### src/rtl/pitch_detector_pkg.sv
// Shared pitch constants for the pitch adjuster / detector pair.
//   SEMITONE_RATIO : 2^(1/12) in 16.16 fixed point (truncating recurrence)
//   NOTE_*         : note encoding, C = 0 ... B = 11
//   MAX_NOTE       : highest note index
//   MAX_OCTAVE     : highest octave index
package pitch_detector_pkg;

   localparam logic [31:0] SEMITONE_RATIO = 32'h10F39;

   localparam logic [3:0] NOTE_C  = 4'd0;
   localparam logic [3:0] NOTE_CS = 4'd1;
   localparam logic [3:0] NOTE_D  = 4'd2;
   localparam logic [3:0] NOTE_DS = 4'd3;
   localparam logic [3:0] NOTE_E  = 4'd4;
   localparam logic [3:0] NOTE_F  = 4'd5;
   localparam logic [3:0] NOTE_FS = 4'd6;
   localparam logic [3:0] NOTE_G  = 4'd7;
   localparam logic [3:0] NOTE_GS = 4'd8;
   localparam logic [3:0] NOTE_A  = 4'd9;
   localparam logic [3:0] NOTE_AS = 4'd10;
   localparam logic [3:0] NOTE_B  = 4'd11;

   localparam logic [3:0] MAX_NOTE   = NOTE_B;
   localparam logic [1:0] MAX_OCTAVE = 2'd3;

endpackage

### src/rtl/pitch_detector_semitone_step.sv
// semitone_step: one step of the truncating semitone recurrence.
//   value_i : 20-bit pitch step value
//   step_o  : (value_i * SEMITONE_RATIO) >> 16, truncated to 20 bits
// Shared with the pitch adjuster so both blocks walk identical step values.
module semitone_step
   import pitch_detector_pkg::*;
(
   input  logic [19:0] value_i,
   output logic [19:0] step_o
);

   // 20b x 17b needs 37 bits; the shifted result always fits in 20.
   assign step_o = 20'(({17'd0, value_i} * 37'(SEMITONE_RATIO)) >> 16);

endmodule

### src/rtl/pitch_detector.sv
// pitch_detector: classifies a raw pitch step value into (octave, note)
// relative to a reference C0 pitch, by walking octaves (doubling) and then
// semitones (semitone_step) until the next step would exceed the pitch.
//   clk             : system clock
//   reset_n         : async active-low reset
//   request_valid   : request strobe, accepted only while idle
//   reference_pitch : C0 step value, captured at acceptance
//   pitch           : step value to classify, captured at acceptance
//   busy            : high from acceptance edge until result edge
//   detected_note   : 0-11, C = 0
//   detected_octave : 0-3
//   below_range     : pitch < reference, or reference == 0
//   detected_valid  : level, result fields stable while high
//
// state     | meaning
// ST_IDLE   | waiting for request, result outputs held
// ST_OCTAVE | range check (first cycle), then double base per octave
// ST_NOTE   | step candidate by one semitone per cycle
module pitch_detector
   import pitch_detector_pkg::*;
(
   input  logic        clk,
   input  logic        reset_n,
   input  logic        request_valid,
   input  logic [15:0] reference_pitch,
   input  logic [15:0] pitch,
   output logic        busy,
   output logic [3:0]  detected_note,
   output logic [1:0]  detected_octave,
   output logic        below_range,
   output logic        detected_valid
);

   typedef enum logic [1:0] {
      ST_IDLE   = 2'd0,
      ST_OCTAVE = 2'd1,
      ST_NOTE   = 2'd2
   } state_e;

   state_e      state_q;
   logic [15:0] pitch_q;
   logic [19:0] base_q;
   logic [19:0] cand_q;
   logic [3:0]  note_q;
   logic [1:0]  oct_q;
   logic        first_q;

   logic [19:0] step_d;
   logic [20:0] base_dbl;
   logic [19:0] pitch_ext;

   semitone_step u_step (
      .value_i (cand_q),
      .step_o  (step_d)
   );

   assign base_dbl  = {base_q, 1'b0};
   assign pitch_ext = {4'd0, pitch_q};

   always_ff @(posedge clk or negedge reset_n) begin
      if (!reset_n) begin
         state_q         <= ST_IDLE;
         pitch_q         <= '0;
         base_q          <= '0;
         cand_q          <= '0;
         note_q          <= '0;
         oct_q           <= '0;
         first_q         <= 1'b0;
         busy            <= 1'b0;
         detected_note   <= '0;
         detected_octave <= '0;
         below_range     <= 1'b0;
         detected_valid  <= 1'b0;
      end else begin
         case (state_q)
            ST_IDLE: begin
               if (request_valid) begin
                  pitch_q        <= pitch;
                  base_q         <= {4'd0, reference_pitch};
                  note_q         <= '0;
                  oct_q          <= '0;
                  first_q        <= 1'b1;
                  busy           <= 1'b1;
                  detected_valid <= 1'b0;
                  below_range    <= 1'b0;
                  state_q        <= ST_OCTAVE;
               end
            end

            ST_OCTAVE: begin
               first_q <= 1'b0;
               // On the first cycle base still holds the captured reference.
               if (first_q && ((base_q == '0) || (pitch_ext < base_q))) begin
                  below_range     <= 1'b1;
                  detected_note   <= '0;
                  detected_octave <= '0;
                  detected_valid  <= 1'b1;
                  busy            <= 1'b0;
                  state_q         <= ST_IDLE;
               end else if ((oct_q < MAX_OCTAVE) && ({5'd0, pitch_q} >= base_dbl)) begin
                  base_q <= base_dbl[19:0];
                  oct_q  <= oct_q + 2'd1;
               end else begin
                  cand_q  <= base_q;
                  state_q <= ST_NOTE;
               end
            end

            ST_NOTE: begin
               if ((note_q < MAX_NOTE) && (pitch_ext >= step_d)) begin
                  cand_q <= step_d;
                  note_q <= note_q + 4'd1;
               end else begin
                  detected_note   <= note_q;
                  detected_octave <= oct_q;
                  detected_valid  <= 1'b1;
                  busy            <= 1'b0;
                  state_q         <= ST_IDLE;
               end
            end

            default: begin
               busy    <= 1'b0;
               state_q <= ST_IDLE;
            end
         endcase
      end
   end

endmodule

### config.mk
export PLATFORM = sky130hd
export DESIGN_NAME = pitch_detector
export DESIGN_NICKNAME = d
export VERILOG_FILES = /design/src/rtl/pitch_detector_pkg.sv /design/src/rtl/pitch_detector_semitone_step.sv /design/src/rtl/pitch_detector.sv
export SDC_FILE = /design/constraint.sdc
export NUM_CORES = 1
export LEC_CHECK = 0
export ABC_AREA = 1
export BUFFER_PORTS_ARGS = -buffer_cell sky130_fd_sc_hd__buf_4
export CELL_PAD_IN_SITES_DETAIL_PLACEMENT = 0
export CELL_PAD_IN_SITES_GLOBAL_PLACEMENT = 1
export CORE_AREA = 2 2 156 173
export CTS_CLUSTER_SIZE = 40
export DETAILED_ROUTE_END_ITERATION = 10
export DIE_AREA = 0 0 158 175
export PLACE_DENSITY_LB_ADDON = 0.25
export SYNTH_ARGS = -nofsm -noshare
export SYNTH_HDL_FRONTEND = slang
export SYNTH_SLANG_ARGS = --single-unit
### constraint.sdc
create_clock -name clk -period 5.6 [get_ports clk]
set_input_delay 0.56 -clock clk [delete_from_list [all_inputs] [get_ports clk]]
set_output_delay 0.56 -clock clk [all_outputs]
set_load 0.005 [all_outputs]
==> impl_metrics.py <==
metrics = {
    "place": {
        "portBuffers": 43,
        "gp_congestion": 0.8932,
        "dpl_cell_area_um2": 13260,
        "hpwl_um": 25410,
    },
    "floorplanning": {
        "chipWidth_um": 158,
        "die_h_um": 175,
        "pin_count": 44,
        "fp.dieArea_um2": 27650,
        "rows": 62,
        "core_area_um2": 25910,
        "initial_core_util_pct": 43.26,
    },
    "outcome": {
        "status": "finished, violations left",
        "violations": "negative setup slack",
    },
    "global_route": {
        "antenna_found_initial": 0,
        "grt_max_degree": 75,
        "grt-ovfl-total": 0,
        "grt_pass1_wl_um": 51290,
        "grt_usage_pct": 23.72,
        "grt_pass1_vias": 10180,
    },
    "critical_path": {
        "crit_required_ps": 5890,
        "worstSetupPathType": "reg2reg",
        "crit_path_frequent_cell": "nand2_1",
        "start_kind": "flop",
        "cp_slowest_cell": "fa_1",
        "end_kind": "flop",
        "worstPathMaxFanout": 5,
        "cp.arrival_ps": 6770,
        "slowest_delay_ps": 560,
    },
    "clock_network": {
        "cts_buffers": 9,
        "path_clk_slew_ps": 70,
        "cts_buffer_depth": 2,
        "cts_root_buffer": "clkbuf_16",
        "clk_latency_ps": 350,
        "cts_tree": "yes",
        "cts-hold-fix-buffers": 0,
        "cts_htree_levels": 3,
        "cts_sinks": 74,
    },
    "yosys": {
        "synth_nets": 1781,
        "synth.avg_cell_area_um2": 7.915,
        "ys_types": 42,
        "synth_seq_cells": 74,
        "syn_inst": 1416,
        "seq_area_frac_synth_pct": 16.52,
        "synth_top_area_share_pct": 24.11,
        "synth_ff_type": "dfrtp_1",
        "ys_warn_count": 0,
        "synth-async-reset-ratio_pct": 100.0,
        "synthTopCellsByCount": "nand2_1, inv_1, ha_1",
        "synth.most_common_cell": "nand2_1",
        "yosysTopAreaCell": "ha_1",
        "synth_edf_count": 0,
        "synthTopCellsByArea": "ha_1, fa_1, dfrtp_1",
        "netlist_area_um2": 11210,
    },
    "timing": {
        "fin_tns_setup_ps": -28000,
        "min_period_over_period_pct": 115.8,
        "whs_ps": 367.3,
        "finalWorstSetupSlack_ps": -886.6,
        "relSlewSlack_pct": 34.66,
        "max_freq_ghz": 0.1542,
        "final-setup-viol-count": 34,
        "hold_violations": 0,
        "rsz0062_at_grt": "yes",
        "slew_violations": 0,
        "finalClockSkew_ps": 8.107,
        "worst_pin_slew_ps": 980.0,
        "period_needed_ps": 6487,
    },
    "drt": {
        "num_vias": 9679,
        "wl_per_cell_um": 15.40,
        "vias_per_cell": 4.842,
        "initialDrtViolationCount": 326,
        "drt.antenna.violating_nets": 0,
        "wirelength_um": 30780,
        "drtPass1Iterations": 4,
        "drc_errors": 0,
    },
    "final_layout": {
        "fin_nets": 2008,
        "final_area_um2": 14610,
        "syn2layout_area_growth_pct": 30.38,
        "drive_above_1_share_pct": 27.87,
        "n_antenna_cell": 0,
    },
    "worst_hold_path": {
        "min_path_type": "in2async",
    },
    "run": {
        "drv_cap": 0,
    },
}
==> cell families (layout without fill, tap and decap cells) <==
| logic type | count (synthesis) | count (layout) | share of synthesized area [%] |
|---|---|---|---|
| XOR/XNOR | 13 | 13 | 1.016 |
| flip-flops | 74 | 74 | 16.52 |
| adder cells (fa/ha/maj) | 330 | 330 | 44.47 |
| AND/OR/NAND/NOR | 523 | 526 | 19.73 |
| buffers and inverters | 336 | 564 | 11.59 |
| AO/OA/AOI/OAI | 140 | 140 | 6.676 |
==> repair_timing <==
action                                  in CTS  in global routing
pin swaps                                   48                 75
resized for setup                           81                 77
cloned                                       3                  2
setup buffers                               17                 18
endpoints found under the setup margin      34                 34
==> per-stage QoR <==
| step | utilization, % | std cells | setup WS (ps) |
|---|---|---|---|
| 2_1_floorplan | - | 1416 | -348.4 |
| 6_report | 56.40 | 1999 | -886.6 |
| 5_1_grt | 56.40 | 1999 | -1165 |
| 3_5_place_dp | 51.18 | 1945 | -935.3 |
| 3_3_place_gp | 51.18 | 1945 | -959.6 |
| 4_1_cts | 54.57 | 1979 | -747.0 |
==> critical path, delay by kind of cell (launching register included) <==
kind                     cells  cell delay, ps
AO/OA/AOI/OAI                3             340
XOR/XNOR                     1             140
adder cells (fa/ha/maj)      8            3400
buffers and inverters        7             840
flip-flops                   1             430
AND/OR/NAND/NOR             15            1250
==> placed cells by master, fill, tap and decap left out, types with 5 or more instances in the layout <==
cell       instances
a21oi_1           30
a21oi_2           14
a21oi_4            5
buf_12             5
buf_4            216
buf_6             10
clkbuf_16         10
dfrtp_1           58
dfrtp_2           16
fa_1             109
fa_2               5
ha_1             189
ha_2               6
ha_4              21
inv_1            274
inv_2             38
nand2_1          321
nand2_2           39
nand2_4           11
nand3_1           43
nand3_2           13
nand4_1           18
nor2_1            40
nor2_2             5
nor2_4             9
nor3_2             8
nor4_1             5
o21ai_0           62
o21ai_1            9
o21bai_1           5
xnor2_2            5
xor2_1             5
==> registers in the layout, indices dropped and copies added, names as in the netlist <==
signal / flops
note_q: 4
detected_valid: 1
detected_octave: 2
base_q: 20
below_range: 1
state_q: 2
pitch_q: 16
detected_note: 4
cand_q: 20
first_q: 1
busy: 1
oct_q: 2
==> layout make-up <==
class / instances / area, µm²
clock buffers: 9 / 225.2
inverters: 316 / 1191
flip-flops and latches: 74 / 1872
clock inverters: 6 / 92.59
fillers: 2461 / 11300
repair buffers: 233 / 1887
multi-input cells: 1009 / 8905
well taps: 352 / 440.4
==> final timing paths <==
path,startpoint,end,slack [ps],cells past startpoint
max reg2reg,cand_q[8]$_DFFE_PN0P_,cand_q[13]$_DFFE_PN0P_,-890,34
max,cand_q[8]$_DFFE_PN0P_,cand_q[13]$_DFFE_PN0P_,-890,34
min in group clk,pitch[6],pitch_q[6]$_DFFE_PN0P_,400,3
min,reset_n,state_q[0]$_DFFE_PN0P_,370,1
min reg2reg,detected_valid$_DFFE_PN0P_,detected_valid$_DFFE_PN0P_,490,2
max in group asynchronous,reset_n,cand_q[3]$_DFFE_PN0P_,4540,1
==> per-layer routing <==
metal | vias to the layer above | wire, µm | GRT usage (%)
met3 | 43 | 752 | 2.331
met1 | 4624 | 13600 | 30.84
met4 | 0 | 745 | 5.556
met2 | 145 | 15680 | 42.30
met5 | - | 0 | 0
li1 | 4867 | - | -
Power is not shown: default switching activity piles up to over one toggle a cycle in this logic, so the estimate is an artifact.
